[config.mk]
export PLATFORM = sky130hd
export DESIGN_NAME = serial_tx_4b_flat
export DESIGN_NICKNAME = d
export VERILOG_FILES = /design/src/rtl/serial_pkg.sv /design/src/rtl/serial_tx_4b_if.sv /design/src/rtl/bit_tick_gen.sv /design/src/rtl/serial_tx_4b.sv /design/src/flat_wrapper.sv
export SDC_FILE = /design/constraint.sdc
export NUM_CORES = 1
export LEC_CHECK = 0
export CAP_MARGIN = 25
export CORE_MARGIN = 8
export CORE_UTILIZATION = 46
export CTS_CLUSTER_DIAMETER = 120
export DETAILED_ROUTE_END_ITERATION = 8
export PLACE_DENSITY = 0.72
export SKIP_LAST_GASP = 1
export SLEW_MARGIN = 0
export SYNTH_ARGS = -nofsm -noshare
export SYNTH_HDL_FRONTEND = slang
export SYNTH_SLANG_ARGS = --single-unit
[constraint.sdc]
create_clock -name clk -period 1.34 [get_ports clk]
set_input_delay 0.335 -clock clk [delete_from_list [all_inputs] [get_ports clk]]
set_output_delay 0.335 -clock clk [all_outputs]
set_load 0.01 [all_outputs]
[src/rtl/serial_pkg.sv]
// Shared types and constants for the 4-bit serial transmitter.
package serial_pkg;

  // Transmitter frame phases.
  typedef enum logic [1:0] {
    IDLE  = 2'd0,
    START = 2'd1,
    DATA  = 2'd2,
    STOP  = 2'd3
  } state_e;

  // Width of the parallel word being serialized.
  localparam int DATA_W = 4;

  // Bit periods per frame: start + DATA_W data bits + stop.
  localparam int FRAME_BITS = 6;

endpackage

[src/rtl/serial_tx_4b_if.sv]
// Parallel-side handshake and serial line of the 4-bit transmitter.
interface serial_tx_4b_if;
  import serial_pkg::*;

  logic              load;
  logic [DATA_W-1:0] I;
  logic              ready;
  logic              busy;
  logic              sout;
  logic              done;

  // Side that requests frames and watches the line.
  modport master (
    output load, I,
    input  ready, busy, sout, done
  );

  // The transmitter itself.
  modport slave (
    input  load, I,
    output ready, busy, sout, done
  );

endinterface

[src/rtl/bit_tick_gen.sv]
// Bit-period counter: tick pulses on the last cycle of every bit period.
module bit_tick_gen #(
  parameter int CLKS_PER_BIT = 4
) (
  input  logic clk,
  input  logic rst,
  input  logic clear,
  output logic tick
);

  // At least one bit so CLKS_PER_BIT=1 still has a legal counter.
  localparam int CW = (CLKS_PER_BIT > 1) ? $clog2(CLKS_PER_BIT) : 1;
  localparam logic [CW-1:0] LAST = CW'(CLKS_PER_BIT - 1);

  logic [CW-1:0] cnt_q;
  logic [CW-1:0] cnt_d;

  assign tick = (cnt_q == LAST);

  // Next count: hold at zero while cleared, wrap on the bit boundary.
  always_comb begin
    cnt_d = cnt_q;
    if (clear) begin
      cnt_d = '0;
    end else if (tick) begin
      cnt_d = '0;
    end else begin
      cnt_d = cnt_q + CW'(1);
    end
  end

  // Counter register.
  always_ff @(posedge clk or posedge rst) begin
    if (rst) begin
      cnt_q <= '0;
    end else begin
      cnt_q <= cnt_d;
    end
  end

endmodule

[src/rtl/serial_tx_4b.sv]
// 4-bit serializer: start bit, four data bits LSB first, stop bit.
// All outputs come straight from flops, decoded from the next state so
// they line up with the state they describe.
module serial_tx_4b
  import serial_pkg::*;
#(
  parameter int CLKS_PER_BIT = 4
) (
  input  logic           clk,
  input  logic           rst,
  serial_tx_4b_if.slave  bus
);

  state_e            state_q, state_d;
  logic [DATA_W-1:0] shift_q, shift_d;
  logic [1:0]        idx_q, idx_d;
  logic              sout_q, sout_d;
  logic              ready_q, ready_d;
  logic              busy_q, busy_d;
  logic              done_q, done_d;
  logic              tick;
  logic              tick_clear;

  // The period counter sits at zero in IDLE so START begins on a fresh period.
  assign tick_clear = (state_q == IDLE);

  bit_tick_gen #(
    .CLKS_PER_BIT(CLKS_PER_BIT)
  ) u_tick (
    .clk  (clk),
    .rst  (rst),
    .clear(tick_clear),
    .tick (tick)
  );

  // Next-state, shift register, bit index and registered-output decode.
  always_comb begin
    state_d = state_q;
    shift_d = shift_q;
    idx_d   = idx_q;
    done_d  = 1'b0;

    unique case (state_q)
      IDLE: begin
        if (bus.load) begin
          shift_d = bus.I;
          idx_d   = 2'd0;
          state_d = START;
        end
      end
      START: begin
        if (tick) begin
          idx_d   = 2'd0;
          state_d = DATA;
        end
      end
      DATA: begin
        if (tick) begin
          shift_d = shift_q >> 1;
          if (idx_q == 2'd3) begin
            state_d = STOP;
          end else begin
            idx_d = idx_q + 2'd1;
          end
        end
      end
      STOP: begin
        if (tick) begin
          state_d = IDLE;
          done_d  = 1'b1;
        end
      end
      default: state_d = IDLE;
    endcase

    ready_d = (state_d == IDLE);
    busy_d  = (state_d != IDLE);
    unique case (state_d)
      START:   sout_d = 1'b0;
      DATA:    sout_d = shift_d[0];
      default: sout_d = 1'b1;
    endcase
  end

  // State and output registers; reset forces an idle, high line at once.
  always_ff @(posedge clk or posedge rst) begin
    if (rst) begin
      state_q <= IDLE;
      shift_q <= '0;
      idx_q   <= 2'd0;
      sout_q  <= 1'b1;
      ready_q <= 1'b1;
      busy_q  <= 1'b0;
      done_q  <= 1'b0;
    end else begin
      state_q <= state_d;
      shift_q <= shift_d;
      idx_q   <= idx_d;
      sout_q  <= sout_d;
      ready_q <= ready_d;
      busy_q  <= busy_d;
      done_q  <= done_d;
    end
  end

  assign bus.sout  = sout_q;
  assign bus.ready = ready_q;
  assign bus.busy  = busy_q;
  assign bus.done  = done_q;

endmodule

[src/flat_wrapper.sv]
// flat-port wrapper written by rule: the top's interface ports become plain ports
module serial_tx_4b_flat import serial_pkg::*;
#(
  parameter int CLKS_PER_BIT = 4
)
  (clk, rst, bus_load, bus_I, bus_ready, bus_busy, bus_sout, bus_done);
  serial_tx_4b_if bus_i ();
  input  logic clk;
  input  logic rst;
  input wire logic [$bits(bus_i.load)-1:0] bus_load;
  input wire logic [$bits(bus_i.I)-1:0] bus_I;
  output wire logic [$bits(bus_i.ready)-1:0] bus_ready;
  output wire logic [$bits(bus_i.busy)-1:0] bus_busy;
  output wire logic [$bits(bus_i.sout)-1:0] bus_sout;
  output wire logic [$bits(bus_i.done)-1:0] bus_done;
  assign bus_i.load = bus_load;
  assign bus_i.I = bus_I;
  assign bus_ready = bus_i.ready;
  assign bus_busy = bus_i.busy;
  assign bus_sout = bus_i.sout;
  assign bus_done = bus_i.done;
  serial_tx_4b #(.CLKS_PER_BIT(CLKS_PER_BIT)) u_core (.clk(clk), .rst(rst), .bus(bus_i));
endmodule
Word level (Yosys, flattened, before mapping)
Cells that the tools add are included.
- $add $sub $neg: 2
- equal/unequal tests: 11
- multiplexer cells: 19
- reductions and logical operators: 7
- operators with widths (operator ; number):
    two-way mux 2 bit ; 11
    == test 2 bit (second input constant) ; 5
    two-way mux 4 bit ; 2
    one-hot mux 2 bit (4 select lines) ; 1
    one-hot mux 4 bit (2 select lines) ; 1
    one-hot mux 2 bit (3 select lines) ; 1
    AND reduction 5 bit ; 1
    adder 2 x 1 -> 2 bit (second input constant) ; 2
    == test 2 x 1 -> 1 bit (second input constant) ; 2
    logical NOT 2 bit ; 2
    != test 2 x 1 -> 1 bit (second input constant) ; 2
    != test 2 bit (second input constant) ; 2
    nonzero test 2 bit ; 2
    AND reduction 3 bit ; 1
    nonzero test 3 bit ; 1
    two-way mux 1 bit ; 2
    one-hot mux 1 bit (2 select lines) ; 1
- bits in registers: 14
- bits of input ports: 7
- output and inout bits: 4
- word-level logic and storage cells: 48

Logic depth before layout (Yosys ltp)
Gate-level depths: netlist of run 1.
- word-level depth: 6
- depth in mapped cells: 5
- mapped depth without buffers: 4

Modules after synthesis
A second synthesis of run 1 with hierarchy kept.
- cell total of the unflattened synthesis: 57
- area, all modules: 684.4 µm²
- modules (own cells, without submodules) (module ; times used ; cells an instance ; area each (µm²)):
    serial_tx_4b ; 1 ; 51 ; 601.8
    bit_tick_gen ; 1 ; 6 ; 82.6

Worst setup path after synthesis of run 1
Ideal clock, no wire load.
- path type: register -> register
- from: register u_core.u_tick.cnt_q[0]
- to: register u_core.sout_q, in the netlist u_core.bus.sout
- setup time: 83 ps
- arrival: 1367 ps
- setup slack: -110 ps
- stages on the path, launching flop included: 5
- path buffers: 1
- period minus slack after synthesis: 1450 ps
- cells stage by stage: dfrtp_1 ha_1 buf_6 a221o_1 a221o_1
- cells in the longest elaborated chain, start to end: 5
- RTL lines (what ; RTL line ; source):
    from (decl) ; bit_tick_gen.sv:15 ; logic [CW-1:0] cnt_q;
    from (signal assigned) ; bit_tick_gen.sv:37 ; cnt_q <= cnt_d;
    == test 2 bit * ; bit_tick_gen.sv:18 ; assign tick = (cnt_q == LAST);
    two-way mux 2 bit, on equally long branches ; serial_tx_4b.sv:68, serial_tx_4b.sv:52, serial_tx_4b.sv:58 ;
    one-hot mux 2 bit (4 select lines) ; serial_tx_4b.sv:43 ; unique case (state_q)
    == test 2 bit or == test 2 x 1 -> 1 bit (tied branches) ; serial_tx_4b.sv:78 ; unique case (state_d)
    one-hot mux 1 bit (2 select lines) * ; serial_tx_4b.sv:78 ;
    named net u_core.sout_d ; serial_tx_4b.sv:17 ; logic sout_q, sout_d;
    to (signal assigned) ; serial_tx_4b.sv:99 ; sout_q <= sout_d;
    to (decl) ; serial_tx_4b.sv:17 ;
The timed path passes the listed nets; every way through them passes the cells marked *. The select of a mux whose other input is x is not followed.
A chain may end at the register's enable or synchronous reset.

Worst setup path after layout of run 1
Same ends and word-level chain as after synthesis.

==> results of run 1 <==
placed cells by master, fill, tap and decap left out, drive strengths merged:
cell type	instances
a31o	1
nor2b	8
xnor2	1
clkbuf	5
a21o	1
and3	1
dlygate4sd2	2
nand4	2
inv	2
dfstp	2
ha	3
nand3	1
a221o	2
nand4bb	1
a32oi	2
nand2	2
o211ai	2
buf	10
o21ai	7
nor3b	1
clkdlybuf4s50	6
nor2	2
nor3	2
mux2i	4
a311oi	1
a21oi	3
dfrtp	12
worst reg2reg max path, stage by stage (launching register included):
cell and delay (ns):
dfrtp_1 0.43, ha_2 0.21, a221o_1 0.32, a221o_1 0.32
path summary, 6_finish.rpt:
check	end	slack, ns	depth (start not counted)
min in group clk	u_core.u_tick.cnt_q[0]	0.52	1
setup / recovery	u_core.bus.sout	-0.001	3
max in group asynchronous	u_core.bus.sout	0.76	3
setup reg to reg	u_core.bus.sout	-0.001	3
hold reg to reg	u_core.u_tick.cnt_q[0]	0.52	1
hold / removal	u_core.shift_q[1]	0.34	3
layout make-up:
| class | count | area share |
|---|---|---|
| Timing Repair Buffer | 19 | 0.1692 |
| Inverter | 2 | 0.008186 |
| Clock buffer | 4 | 0.02865 |
| Tap cell | 16 | 0.02183 |
| Multi-Input combinational cell | 47 | 0.3861 |
| Sequential cell | 14 | 0.3861 |
logic make-up (layout without fill, tap and decap cells):
group | count (synthesis) | count (layout) | share of synthesized area
multiplexers | 4 | 4 | 0.05470
flip-flops | 14 | 14 | 0.4821
adder cells (fa/ha/maj) | 3 | 3 | 0.05129
AND/OR/NAND/NOR | 20 | 20 | 0.1675
buffers and inverters | 8 | 25 | 0.05812
AO/OA/AOI/OAI | 19 | 19 | 0.1744
XOR/XNOR | 1 | 1 | 0.01197
metal layers:
metal | track usage | routed length, um | up-vias
li1 | - | - | 286
met1 | 0.1161 | 699 | 267
met2 | 0.1442 | 632 | 12
met3 | 0.03196 | 93 | 5
met4 | 0.06186 | 43 | 0
met5 | 0 | 0 | -
state kept, by name, indices dropped and copies added (netlist names):
register             flops
u_core.bus.busy          1
u_core.u_tick.cnt_q      2
u_core.bus.ready         1
u_core.state_q           2
u_core.idx_q             2
u_core.bus.done          1
u_core.shift_q           4
u_core.bus.sout          1
power by group through the flow:
stage | Combinational [mW] | Clock, mW | Sequential [mW]
after detailed placement | 0.850 | 0 | 0.856
final | 0.822 | 0.258 | 0.873
after CTS | 0.822 | 0.263 | 0.848
after global routing | 0.916 | 0.276 | 0.906
after global placement | 0.834 | 0 | 0.846
after floorplan | 0.667 | 0 | 0.745
repair_timing:
action,CTS,global route
hold endpoints to repair,0,0
gates resized for setup,9,4
endpoints found under the setup margin,5,6
stage by stage:
stage	std cells	total power, mW	hold WS [ns]
after CTS	102	1.932	0.3491
after detailed placement	98	1.705	0.4677
after global placement	98	1.680	0.4600
final	102	1.952	0.3392
after floorplan	69	1.412	0.2228
after global routing	102	2.098	0.3582
==> results.md, run 1 <==
Synthesis:
- The cell with the most instances after synthesis is dfrtp_1.
- Of the post-synthesis cell area, the dominant cell type holds 0.4103.
- The number of unique standard cell types used by synthesis is 27.
- Counting instances in the post-synthesis netlist gives the leading cell types as dfrtp_1, nor2b_1, o21ai_1.
- During synthesis, Yosys emitted a total of 0 warnings.
- The synthesized flop and latch total is 14.
- Counting every net in the synthesized netlist gives 79.
- The number of flops mapped to enable cells by yosys is 0.
- The cell taking the most area after synthesis is dfrtp_1.
- Summing every instance area after synthesis gives 732.0 sq um.
- In the synthesized netlist, the number of instances is 69.
- The share of synthesized area occupied by flip-flops and latches is 0.4821.
- Yosys attributes the largest share of cell area to dfrtp_1, dfstp_2, nor2b_1.
- The mean cell area of the mapped netlist is 10.61 sq um.
- The post-synthesis async set-or-reset flop share is 1.000.
- For this run, the leading register cell type out of synthesis is dfrtp_1.

Setup path:
- In this run the worst setup path begins at u_core.u_tick.cnt_q[0].
- The number of buffer and inverter instances along the worst setup path is 0.
- The signal on the critical path passes through ha_2 -> a221o_1 -> a221o_1.
- The largest individual stage delay along the critical path comes from the cell dfrtp_1.
- STA classifies the critical path endpoint as a register.
- The critical path start-end classification is register to register.
- The worst setup path is launched from a register.
- Of all nets on the critical path, the largest fanout is 3.
- STA puts the critical path data required time at 1.56 ns.
- By instance count, the cell type seen most on the critical path is a221o_1.
- In this run the critical register-to-register path is launched from u_core.u_tick.cnt_q[0].
- Data on the critical path arrives at its endpoint at 1.56 ns.
- In this design, the stage delay of the slowest critical-path cell is 0.43 ns.
- The top cell family by delay on the critical path is compound AO/OA/AOI/OAI gates.

Route:
- The routed layout has 570 vias.
- After detailed routing, the number of vias per cell comes to 5.588.
- After detailed routing, the average wire length per cell comes to 14.40 um.
- The count of nets left with antenna violations once routing finished came out at 0.
- The number of design rule violations left after detail routing is 0.
- The number of violations reported at the end of detailed-routing iteration 0 is 16.
- The number of detailed-route iterations in the first pass is 4.
- After detailed routing, the total wire length is 1469 um.

GRT:
- For this run, the total global-route usage over all layers was measured as 0.09691.
- The overflow left after global routing is 0.
- The number of global-route vias before repair is 575.
- The wire length of the first global-routing pass is 2504 um.
- The number of antenna violations at the first check in global routing was 0.
- The largest net degree at the start of global routing is 19.

Job:
- Max-cap violations in this run came to 0.

Pwr:
- The switching share of total power is 0.3832.
- The internal cell power is 1.204 mW.
- The part of the total power dissipated in the clock network is 0.132.
- The part of the power in combinational logic is 0.421.
- The sequential share of power is 0.447.
- In this run the power density over the cells is 2128 mW/mm^2.
- Summed over all nets, the switching power comes to 748.0 uW.
- The leakage power total is 0.3925 nW.
- The worst-case IR drop observed on VDD is 0.001199 V.

STA:
- Setup repair after global routing could not meet its margin everywhere.
- The final total negative setup slack is -0.0009951 ns.
- The hold violation total from the final report is 0.
- The final number of setup-violating endpoints is 1.
- For the finished layout, the period the worst path requires is 1.341 ns.
- The final-report max-slew violation count came to 0.
- Across all setup checks in the final design, the least slack found is -0.0009951 ns.
- At the pin with the least slew margin, the transition time is 0.4546 ns.
- The relative slew slack is 0.6969.
- The setup clock skew after layout is 0.006671 ns.
- In the finished design, the share of the clock period the worst path needs comes to 1.001.
- Timing would allow up to 745.7 MHz.

Clock network:
- The clock edge transition at the registers on the reported setup and hold paths is 0.08 ns.
- CTS placed an instance of clkbuf_4 at the clock tree root.
- The clock passes through at most 2 buffers.
- CTS built an H-tree with a depth of 1.
- TritonCTS built the clock tree.
- For the worst-skew pair, the clock arrives at the later sink with an insertion delay of 0.29 ns.
- The quantity of hold-fixing buffers added after cts is 0.
- The number of setup buffers added after CTS is 0.
- The count of clock tree sinks is 14.
- The number of CTS-inserted buffers is 3.

Layout:
- The layout net count is 97.
- The final core utilization is 0.6088.
- The area used by multi-input combinational logic is 354.1 sq um.
- Of the cells placed in the final design, the portion with a size suffix greater than 1 is 0.2442.
- The filler cells instantiated in the layout total 129.
- The number of inserted diodes is 0.
- The sequential cells in the finished layout cover a total of 354.1 sq um.
- The finished cells cover 917.1 sq um.
- From synthesis to final layout, the design area changed by 25.30%.

Floorplanning:
- The core area is 0.001506 sq mm.
- After floorplanning, the core was divided into 14 placement rows.
- From left edge to right edge, the die measures 55.89 um.
- Measured along the y axis, the die boundary spans 55.89 um.
- 11 I/O pins were placed.
- The area of the die is 0.003124 sq mm.
- The initial cell density of the core is 0.4859.

Hold path:
- The min-delay analysis places its worst path in the category primary input to async pin.

Status:
- The checks that failed: negative setup slack.
- The flow ran to the end, but the final reports show violations.

Placed design:
- At the end of routability-driven placement, the weighted congestion stood at 0.7944.
- Timing analysis after detailed placement gives a worst setup slack of -0.1567 ns.
- The HPWL after detailed placement is 1047 um.
- The number of I/O port buffers is 10.
- Once placement finished, the instance area stood at 887.1 sq um.
Note: power is estimated with default switching activity, not from simulation.
==> inputs of run 2 (changes only) <==
Settings changed: CELL_PAD_IN_SITES_DETAIL_PLACEMENT set to 2, CELL_PAD_IN_SITES_GLOBAL_PLACEMENT set to 2, CORE_UTILIZATION 46 to 29, PLACE_DENSITY 0.72 to 0.8.
==> results.md, run 2 (synthesized netlist as in run 1, its figures left out) <==
Status:
- The flow ran to the end, but the final reports show violations.
- The checks that failed: negative setup slack.

Floorplanning:
- For this design the top-level I/O count stands at 11.
- In this run the core area contains 18 standard-cell rows.
- The core region is 0.002432 sq mm.
- The height of the chip is 66.24 um.
- The initial utilization of the core area, before any placement, comes to 0.3009.
- The die is 66.24 um wide.
- The area of the die is 0.004388 sq mm.

GRT:
- Entering global routing, the biggest net connects 16 pins.
- The first global-routing pass estimated 3381 um of wire.
- The number of global-route vias before repair is 683.
- Across every metal layer, demand over resource in global routing totals 0.1021.
- Global routing finished with a remaining overflow of 0.
- The number of antenna violations at the first check in global routing was 0.

Setup path:
- The critical path data arrival time is 1.58 ns.
- The endpoint class of the critical path is a register.
- The worst-path cell with the longest stage delay is dfrtp_1.
- For the worst setup path, the data required time is 1.56 ns.
- Along the worst path, the maximum fanout reaches 2.
- In this design, the stage delay of the slowest critical-path cell is 0.43 ns.
- The top cell family by delay on the critical path is compound AO/OA/AOI/OAI gates.
- The critical path goes through ha_2 -> a221o_1 -> a221o_1.
- The critical path starts at u_core.u_tick.cnt_q[1].
- The critical path start-end classification is register to register.
- The number of buffer and inverter instances along the worst setup path is 0.
- The worst setup path is launched from a register.
- In this run the critical register-to-register path is launched from u_core.u_tick.cnt_q[1].
- In this design, the critical path's most frequently occurring cell is a221o_1.

STA:
- The final-report max-slew violation count is 0.
- The final worst-path cycle share is 1.021.
- Headroom to the max-slew limit came out at 0.6440.
- After layout, the minimum clock period comes to 1.368 ns.
- The clock arrives with 0.0005689 ns of skew.
- Setup violations remaining at the end of the flow were counted as 1.
- Across all hold checks on the routed design, the worst slack comes to 0.2800 ns.
- Derived from the worst setup path, the maximum achievable clock frequency is 731.2 MHz.
- The slew of the pin with the lowest slew margin is 0.5339 ns.
- The final critical-path setup slack is -0.02769 ns.
- Setup repair after global routing could not meet its margin everywhere.
- The hold violation total from the final report came to 0.

Placed design:
- Routability-driven placement finished with a final weighted congestion of 0.7901.
- The number of I/O port buffers is 10.
- After detailed placement, the design holds a cell count of 112.
- The HPWL after detailed placement is 1498 um.

Clock network:
- Hold repair after CTS inserted 0 buffers.
- After clock tree synthesis, the clock-pin slew on the worst setup and hold paths is 0.09 ns.
- The deepest level of the CTS H-tree is 1.
- Clock tree synthesis found a total of 14 sinks.
- TritonCTS built the clock tree.
- The clock passes through at most 2 buffers.
- The clock root buffer is clkbuf_4.
- Buffers inserted during clock tree synthesis total 3.
- The worst-skew pair later-pin latency is 0.29 ns.

Layout:
- The layout net count is 98.
- Ranked by flip-flop count, first place goes to u_core.shift_q.
- Compared with the post-synthesis result, the final layout area differs by 34.19%.
- The fraction of layout cells with a size suffix above 1 is 0.2759.
- The flip-flop count of the largest register, all copies and words added is 4.
- The leading cell type in the layout, fill and taps excluded is dfrtp_1.
- For this run, the number of standard cells in the final layout without fillers is 117.
- In the layout the commonest cells are dfrtp_1, buf_4, nor2b_1.
- Counting the fill cells in the layout gives 256.
- The number of antenna diodes in the final layout is 0.

Job:
- The max-capacitance violation count is 0.

Route:
- Dividing the detail-routed wire length by the instance count gives 17.35 um.
- The routed layout has 606 vias.
- The detail route stage leaves a number of antenna-violating nets equal to 0.
- The number of violations reported at the end of detailed-routing iteration 0 is 7.
- For this run, design rule violations remaining after detail routing come to 0.
- Summed over all layers, the routed wires come to 2030 um.
- The per-cell via count in the routed design is 5.179.
- The number of detailed-route iterations in the first pass is 3.

Hold path:
- The path category of the worst min-delay check is primary input to async pin.

Pwr:
- The leakage power total is 0.4142 nW.
- The total power is 2.181 mW.
- Dividing total power by cell area gives a power density of 2221 mW/mm^2.
- The maximum vdd drop is 0.001095 V.
[run 2: layer usage]
layer | track usage | wire, um | up-vias
met1 | 0.1154 | 857 | 307
met3 | 0.04068 | 88 | 2
met5 | 0 | 0 | -
met4 | 0.03200 | 10 | 0
met2 | 0.1713 | 1074 | 8
li1 | - | - | 289
[run 2: worst register-to-register path, stage by stage, from the launching register on]
cell	delay [ns]
dfrtp_1	0.43
ha_2	0.21
a221o_1	0.32
a221o_1	0.33
[run 2: final timing paths]
kind	to	slack [ns]	cells past startpoint
worst max-delay path	u_core.bus.sout	-0.03	3
worst min-delay path	u_core.bus.done	0.28	2
worst max register to register	u_core.bus.sout	-0.03	3
worst min register to register	u_core.shift_q[3]	0.55	2
max in group asynchronous	u_core.shift_q[2]	0.72	3
min in group clk	u_core.shift_q[3]	0.55	2
[run 2: per-stage QoR]
step           instance area, sq um  setup slack, ns  utilization  setup TNS [ns]
2_1_floorplan                 734.5         -0.03009            -        -0.03009
3_3_place_gp                  917.1          -0.2281       0.3771          -1.260
3_5_place_dp                  917.1          -0.2783       0.3771          -1.925
4_1_cts                       967.2         -0.09402       0.3976         -0.1282
5_1_grt                       982.2         -0.06119       0.4038         -0.1412
6_report                      982.2         -0.02769       0.4038        -0.02769
[run 2: cell type report]
| cell class | count | area [sq um] | area share |
|---|---|---|---|
| Inverter | 2 | 7.507 | 0.007643 |
| Sequential cell | 14 | 352.8 | 0.3592 |
| Timing Repair Buffer | 20 | 178.9 | 0.1822 |
| Tap cell | 30 | 37.54 | 0.03822 |
| Multi-Input combinational cell | 47 | 369.1 | 0.3758 |
| Clock buffer | 4 | 36.28 | 0.03694 |
[run 2: repair_timing]
| action | in CTS | in global routing |
|---|---|---|
| setup endpoints to repair | 5 | 8 |
| pin swaps | 1 | 0 |
| setup buffers | 1 | 0 |
| endpoints found under the hold margin | 0 | 0 |
| gates resized for setup | 10 | 7 |
[run 2: power breakdown]
part	switching (mW)	total [mW]	internal (mW)
Combinational	0.448	0.989	0.540
Clock	0.150	0.316	0.166
Sequential	0.248	0.877	0.629
Total	0.846	2.18	1.33
==> inputs of run 3 (changes only) <==
==> constraint.sdc (replaced) <==
create_clock -name clk -period 1.34 [get_ports clk]
set_input_delay 0.335 -clock clk [delete_from_list [all_inputs] [get_ports clk]]
set_output_delay 0.335 -clock clk [all_outputs]
set_load 0.02 [all_outputs]
==> results.md, run 3 (synthesized netlist as in run 1, its figures left out) <==
STA:
- For this run, the top clock speed supported by timing is 731.2 MHz.
- The final critical-path setup slack is -0.02769 ns.
- At the pin with the least slew margin, the transition time is 0.5339 ns.
- The final number of setup-violating endpoints is 1.
- The hold violation total from the final report is 0.
- The relative slew slack is 0.6440.
- The final-report max-slew violation count was 0.
- In the finished design, the share of the clock period the worst path needs comes to 1.021.
- Setup repair after global routing could not meet its margin everywhere.
- On the final layout, the worst hold slack is 0.2800 ns.
- Counting I/O delays and the setup requirement, the final critical path takes 1.368 ns.
- On the final layout, the worst clock skew is 0.0005689 ns.

Route:
- For this run, design rule violations remaining after detail routing come to 0.
- After detailed routing, the total wire length is 2027 um.
- The total via count after detailed routing is 604.
- The per-cell via count in the routed design is 5.162.
- The number of violations reported at the end of detailed-routing iteration 0 is 7.
- In the final routed layout, each cell accounts on average for 17.32 um.
- The number of detailed-route iterations in the first pass is 3.
- Once detail routing completed, the nets flagged for antenna violations numbered 0.

Clock network:
- The maximum number of buffers from clock root to sink is 2.
- The deepest level of the CTS H-tree is 1.
- The clock edge transition at the registers on the reported setup and hold paths is 0.09 ns.
- The quantity of hold-fixing buffers added after cts is 0.
- CTS saw 14 sinks.
- The tree is rooted in a clkbuf_4.
- In this run, CTS created clock tree buffers numbering 3.
- The CTS tree is done.
- At the later pin of the worst-skew pair, clock insertion delay measures 0.29 ns.

GRT:
- Entering global routing, the biggest net connects 16 pins.
- The number of global-route vias before repair is 684.
- The global-route track usage on met3 is 0.04068.
- In the global route stage, met1 resource usage came out at 0.1164.
- In the global route stage, met2 resource usage came out at 0.1713.
- For this run the aggregate overflow at the end of global routing stands at 0.
- met2 is the most crowded layer.
- For this run, the total global-route usage over all layers was measured as 0.1025.
- The wire length of the first global-routing pass is 3394 um.
- The number of antenna violations at the first check in global routing is 0.

Setup path:
- The endpoint class of the critical path is a register.
- At the worst endpoint, the arrival time is 1.58 ns.
- The top fanout value on the critical path is 2.
- STA classifies the critical path startpoint as a register.
- The critical path start-end classification is register to register.
- The required time at the endpoint of the critical path is 1.56 ns.
- The worst reg2reg path depth is 3.

Layout:
- The flip-flop count of the largest register, all copies and words added is 4.
- The top cell types in the final layout, fill and taps aside, are dfrtp_1, buf_4, nor2b_1.
- Summing all flip-flop and latch instances after layout gives 352.8 sq um.
- The post-route standard cell area excluding fillers is 980.9 sq um.
- The leading cell type in the layout, fill and taps excluded is dfrtp_1.
- The number of inserted diodes is 0.
- The total of fill cells in the finished design is 255.
- Of the cells placed in the final design, the portion with a size suffix greater than 1 is 0.2874.
- In the final layout, the multi-input gates occupy 369.1 sq um.
- The synthesis-to-layout area growth is 34.02%.
- At the end of the flow, the number of nets in the layout was 98.
- The largest register by flop count is u_core.shift_q.
- Excluding fillers, the count of instances in the completed layout stands at 117.

Floorplanning:
- The die covers 0.004388 sq mm.
- The initial cell density of the core is 0.3009.
- The floorplan has 18 rows.
- The count of pins on the block boundary is 11.
- The height of the chip is 66.24 um.
- The core area is 0.002432 sq mm.
- The die outline width is 66.24 um.

Job:
- The tool flagged a number of max-cap violations equal to 0.

Placed design:
- After detailed placement, the total cell area comes to 917.1 sq um.
- Timing analysis after detailed placement gives a worst setup slack of -0.2783 ns.
- The number of cells in the design after placement is 112.
- The congestion estimate from routability-driven global placement came to 0.7901.
- In this run the tool buffered the top-level ports with 10 buffer cells.
- Detailed placement finished with a half-perimeter wire length of 1498 um.

Status:
- The final reports fail on negative setup slack.
- The run finished, with violations left.

Pwr:
- For this design the ratio of total power to cell area is 2268 mW/mm^2.
- The leakage power total is 0.4158 nW.
- VDD sags by at most 0.001109 V.

Hold path:
- The path category of the worst min-delay check is primary input to async pin.
==> run 3: per-stage QoR <==
step,setup TNS (ns),utilization,power (mW)
finish,-0.02769,0.4033,2.225
global route,-0.1700,0.4033,2.394
CTS,-0.1939,0.3981,2.205
detailed placement,-2.061,0.3771,1.851
global placement,-1.396,0.3771,1.782
floorplan,-0.03009,-,1.449
==> run 3: worst max-delay path: stages, from the launching register on <==
cell,delay [ns]
dfrtp_1,0.43
ha_2,0.21
a221o_1,0.32
a221o_1,0.33
==> run 3: routing by layer <==
| layer | vias up | routed length, um |
|---|---|---|
| met5 | - | 0 |
| met3 | 2 | 87 |
| met2 | 8 | 1074 |
| met4 | 0 | 10 |
| li1 | 289 | - |
| met1 | 305 | 854 |
==> run 3: repair_timing <==
item	CTS	global route
pin swaps	1	0
hold endpoints to repair	0	0
setup endpoints to repair	5	10
setup buffers	1	0
resized for setup	11	9
gates cloned	0	0
==> run 3: path summary, 6_finish.rpt <==
check / start / slack, ns / to
max: u_core.u_tick.cnt_q[1] / -0.03 / u_core.bus.sout
min: rst / 0.28 / u_core.bus.done
max reg2reg: u_core.u_tick.cnt_q[1] / -0.03 / u_core.bus.sout
min reg2reg: u_core.shift_q[3] / 0.55 / u_core.shift_q[3]
max in group asynchronous: rst / 0.72 / u_core.shift_q[2]
min in group clk: u_core.shift_q[3] / 0.55 / u_core.shift_q[3]
==> run 3: where the power goes <==
part	internal (mW)	total, mW	switching, mW
Clock	0.166	0.316	0.150
Sequential	0.629	0.878	0.249
Combinational	0.546	1.03	0.485
==> run 3: area by class of cell <==
class	instances	share of cell area
clock buffers	4	0.03699
inverters	2	0.007653
multi-input cells	47	0.3763
flip-flops and latches	14	0.3597
well taps	30	0.03827
repair buffers	20	0.1811
